### src/rtl/game_clk_div.sv
// Rate-selectable divider producing clk_game and its rising-edge strobe clk_game_tick.
// Outputs registered; rate is sampled at the first clk edge of each half-period.
module game_clk_div #(
  parameter longint unsigned HALF_0 = 25_000_000,
  parameter longint unsigned HALF_1 = 12_500_000,
  parameter longint unsigned HALF_2 = 6_250_000,
  parameter longint unsigned HALF_3 = 3_125_000,
  parameter int unsigned     CNT_W  = 32
) (
  input  logic       clk,
  input  logic       rst_n,
  input  logic [1:0] clk_rate,
  output logic       clk_game,
  output logic       clk_game_tick
);

  // Terminal counts; HALF_n <= 2^CNT_W so HALF_n-1 always fits in CNT_W bits.
  localparam logic [CNT_W-1:0] TERM_0 = CNT_W'(HALF_0 - 64'd1);
  localparam logic [CNT_W-1:0] TERM_1 = CNT_W'(HALF_1 - 64'd1);
  localparam logic [CNT_W-1:0] TERM_2 = CNT_W'(HALF_2 - 64'd1);
  localparam logic [CNT_W-1:0] TERM_3 = CNT_W'(HALF_3 - 64'd1);
  localparam logic [CNT_W-1:0] ONE    = {{(CNT_W-1){1'b0}}, 1'b1};

  logic [CNT_W-1:0] cnt;
  logic [1:0]       rate_q;
  logic [1:0]       sel;
  logic [CNT_W-1:0] term_cnt;
  logic             terminal;

  // A fresh half-period uses the live select so the new rate applies without delay.
  always_comb begin
    sel      = (cnt == '0) ? clk_rate : rate_q;
    term_cnt = TERM_0;
    case (sel)
      2'd0:    term_cnt = TERM_0;
      2'd1:    term_cnt = TERM_1;
      2'd2:    term_cnt = TERM_2;
      default: term_cnt = TERM_3;
    endcase
    terminal = (cnt == term_cnt);
  end

  always_ff @(posedge clk or negedge rst_n) begin
    if (!rst_n) begin
      cnt           <= '0;
      rate_q        <= 2'd0;
      clk_game      <= 1'b0;
      clk_game_tick <= 1'b0;
    end else begin
      if (cnt == '0) begin
        rate_q <= clk_rate;
      end
      if (terminal) begin
        cnt           <= '0;
        clk_game      <= ~clk_game;
        clk_game_tick <= ~clk_game;
      end else begin
        cnt           <= cnt + ONE;
        clk_game_tick <= 1'b0;
      end
    end
  end

endmodule

### config.mk
export PLATFORM = sky130hd
export DESIGN_NAME = game_clk_div
export DESIGN_NICKNAME = d
export VERILOG_FILES = /design/src/rtl/game_clk_div.sv
export SDC_FILE = /design/constraint.sdc
export NUM_CORES = 1
export LEC_CHECK = 0
export ABC_AREA = 1
export CORE_ASPECT_RATIO = 0.7
export CORE_MARGIN = 2
export CORE_UTILIZATION = 58
export CTS_BUF_LIST = sky130_fd_sc_hd__clkbuf_8
export DETAILED_ROUTE_END_ITERATION = 8
export DONT_BUFFER_PORTS = 1
export PLACE_DENSITY_LB_ADDON = 0.3
export SETUP_SLACK_MARGIN = 0.05
export SYNTH_ARGS = -nofsm -noshare
export SYNTH_HDL_FRONTEND = slang
export SYNTH_SLANG_ARGS = --single-unit
export TNS_END_PERCENT = 1
### constraint.sdc
create_clock -name clk -period 2 [get_ports clk]
set_clock_uncertainty 0.05 [all_clocks]
set_input_delay 0.1 -clock clk [delete_from_list [all_inputs] [get_ports clk]]
set_output_delay 0.1 -clock clk [all_outputs]
set_load 0.05 [all_outputs]
==> flow_summary.ini <==
[cts]
cts_made_buffers = 5
ctsHoldBuffers = 3
clockRootBuffer = clkbuf_8
cts_max_level = 2
cts.reportedPaths.clkPinSlew_ns = 0.08
cts_tree = done
clkSinkCount = 36
clock_path_buffers = 2
clock_latency_ns = 0.30

[synth]
yosysSeqAreaShare_pct = 34.83
synth.avg_cell_area_um2 = 7.518
synth_common_cells = nand2_1, nor2_1, inv_1
ys.flop_type = dfrtp_1
synth_area_mm2 = 0.002586
synth_top_area_cell = dfrtp_1
synthTopCellsByArea = dfrtp_1, nand2_1, nor2_1, xor2_1, nor2_4
syn_inst = 344
async_flop_share_pct = 100.0
synth_cell_types = 31
synth_most_common_cell = nand2_1
synth_nets = 350
ys_ff_latch = 36
synth_edf_count = 0
ys_warn_count = 0
synth.top_cell.area_share_pct = 34.83

[die]
die_h_um = 59.87
num_rows = 20
num_io_pins = 6
fp.dieW_um = 83.81
die_area_mm2 = 0.005018
fp.coreArea_mm2 = 0.004304
start_util_pct = 60.09

[flow_run]
cap_violations = 0

[sta]
final.min_clock_period_ns = 2.536
maxSlewViolCount = 0
period_share_pct = 126.8
worstMarginPinSlew_ns = 0.4377
hold_viol = 1
max_clock_freq_mhz = 394.4
hold_slack_ns = -0.02264
max_slew_margin_pct = 70.84
setup_viol = 31
fin_ws_ns = -0.5358
rsz0062_at_grt = yes

[setup_path]
critPathLaunchType = register
cp_max_fo = 8
path_class = reg -> reg
end_kind = register
arrival_ns = 2.68
required_ns = 2.14

[pwr]
p_total_mw = 1.334
leakage_nw = 1.820
ir_drop_uv = 443.6
power.density_mw_per_mm2 = 377.7

[detailed_routing]
postRouteWirelength_um = 8562
vias = 2773
drt_iter0_markers = 383
wl_per_cell_um = 17.55
drc = 0
firstDrtPassIters = 7
viasPerCell = 5.682
drtAntennaViolNets = 0

[status]
violations = negative hold slack, negative setup slack
status = complete, but fails checks

[global_route]
grt_pass1_wl_um = 12740
use_met3_pct = 7.735
use_met1_pct = 44.50
use_met2_pct = 53.26
grt_pass1_vias = 2619
grt_max_degree = 37
grt_use_total_pct = 33.50
antenna_found_initial = 0
top_usage_layer = met2
overflow = 0

[placement]
dp_hpwl_um = 5582
gp_congestion = 0.9452
portBuffers = 0
placed_cell_area_mm2 = 0.003134

[hold_path]
min-delay-path-class = in -> reg

[layout]
final_nets = 438
area_delta_synth_final_pct = 36.53
final_area_mm2 = 0.003531
n_antenna_cell = 0
drive_gt1_share_pct = 38.57
-- kinds of logic after synthesis --
| family | count (synthesis) | synth area share (%) |
|---|---|---|
| AO/OA/AOI/OAI | 6 | 2.323 |
| adder cells (fa/ha/maj) | 2 | 0.9674 |
| flip-flops | 36 | 34.83 |
| buffers and inverters | 51 | 9.095 |
| AND/OR/NAND/NOR | 223 | 43.98 |
| XOR/XNOR | 26 | 8.805 |
-- cell usage in the layout (no fill, tap or decap), drive strengths merged --
master,count
nand2,92
buf,85
nor2,84
inv,46
dfrtp,36
xor2,22
nand3,20
nor3,15
nand4,10
clkbuf,6
xnor2,4
o21ai,2
dlygate4sd3,2
o21bai,2
ha,2
nor4,1
or2,1
o2111ai,1
o31ai,1
clkinv,1
-- layer usage --
metal	share of wire [%]	up-vias
met4	3.4	0
met2	47	181
li1	-	1238
met1	41	1312
met3	9.4	42
met5	0	-
-- cell type report --
class | instances | area, um2
Fill cell | 250 | 773.2
Tap cell | 55 | 68.82
Clock inverter | 2 | 13.76
Sequential cell | 36 | 900.9
Inverter | 45 | 168.9
Clock buffer | 6 | 82.58
Timing Repair Buffer | 87 | 710.7
Multi-Input combinational cell | 257 | 1585
-- where the power goes --
part | internal, mW | switching, mW | total [mW]
logic | 0.00709 | 0.0164 | 0.0235
registers | 0.727 | 0 | 0.727
clock network | 0.282 | 0.301 | 0.583
-- worst paths after layout --
check	startpoint	to	slack (ns)	cells past startpoint
max	cnt[0]	cnt[6]	-0.54	18
min	clk_rate[0]	rate_q[0]	-0.02	2
max reg2reg	cnt[0]	cnt[6]	-0.54	18
min reg2reg	cnt[31]	cnt[31]	0.54	3
max in group asynchronous	rst_n	cnt[12]	1.51	2
min in group asynchronous	rst_n	cnt[0]	0.20	2
-- through the flow --
step                      worst slack, ns  util [%]  std cells  setup TNS [ns]
after floorplan                   -0.1865         -        344          -3.364
after global placement            -0.3326     72.82        464          -8.380
after detailed placement          -0.4507     72.82        464          -11.47
after CTS                         -0.4242     80.23        485          -10.73
after global routing              -0.6604     82.03        488          -18.05
final                             -0.5358     82.03        488          -14.05
-- sequential cells by signal (all words and copies together), names as in the netlist --
register	flops
clk_game	1
clk_game_tick	1
cnt	32
rate_q	2
-- timing repair --
| item | CTS | global route |
|---|---|---|
| hold endpoints to repair | 38 | 1 |
| gates resized for setup | 26 | 13 |
| setup endpoints to repair | 31 | 32 |
| buffers inserted | 9 | 3 |
| gates cloned | 1 | 0 |
| pin swaps | 15 | 8 |
-- worst max-delay path, cell delays in order, from the launching register on --
cell,delay [ns]
dfrtp_1,0.40
inv_2,0.09
ha_4,0.14
inv_2,0.05
nor2_4,0.12
nand2_1,0.11
nor2_2,0.14
nand2_2,0.12
nor2_2,0.14
nand2_2,0.09
nand2_4,0.12
nand2_4,0.07
nand2_2,0.07
nand2_2,0.08
nor2_4,0.14
nand3_4,0.11
nor2_8,0.17
buf_16,0.18
nor2_4,0.04
No activity file was read; power rests on OpenSTA's default activity.
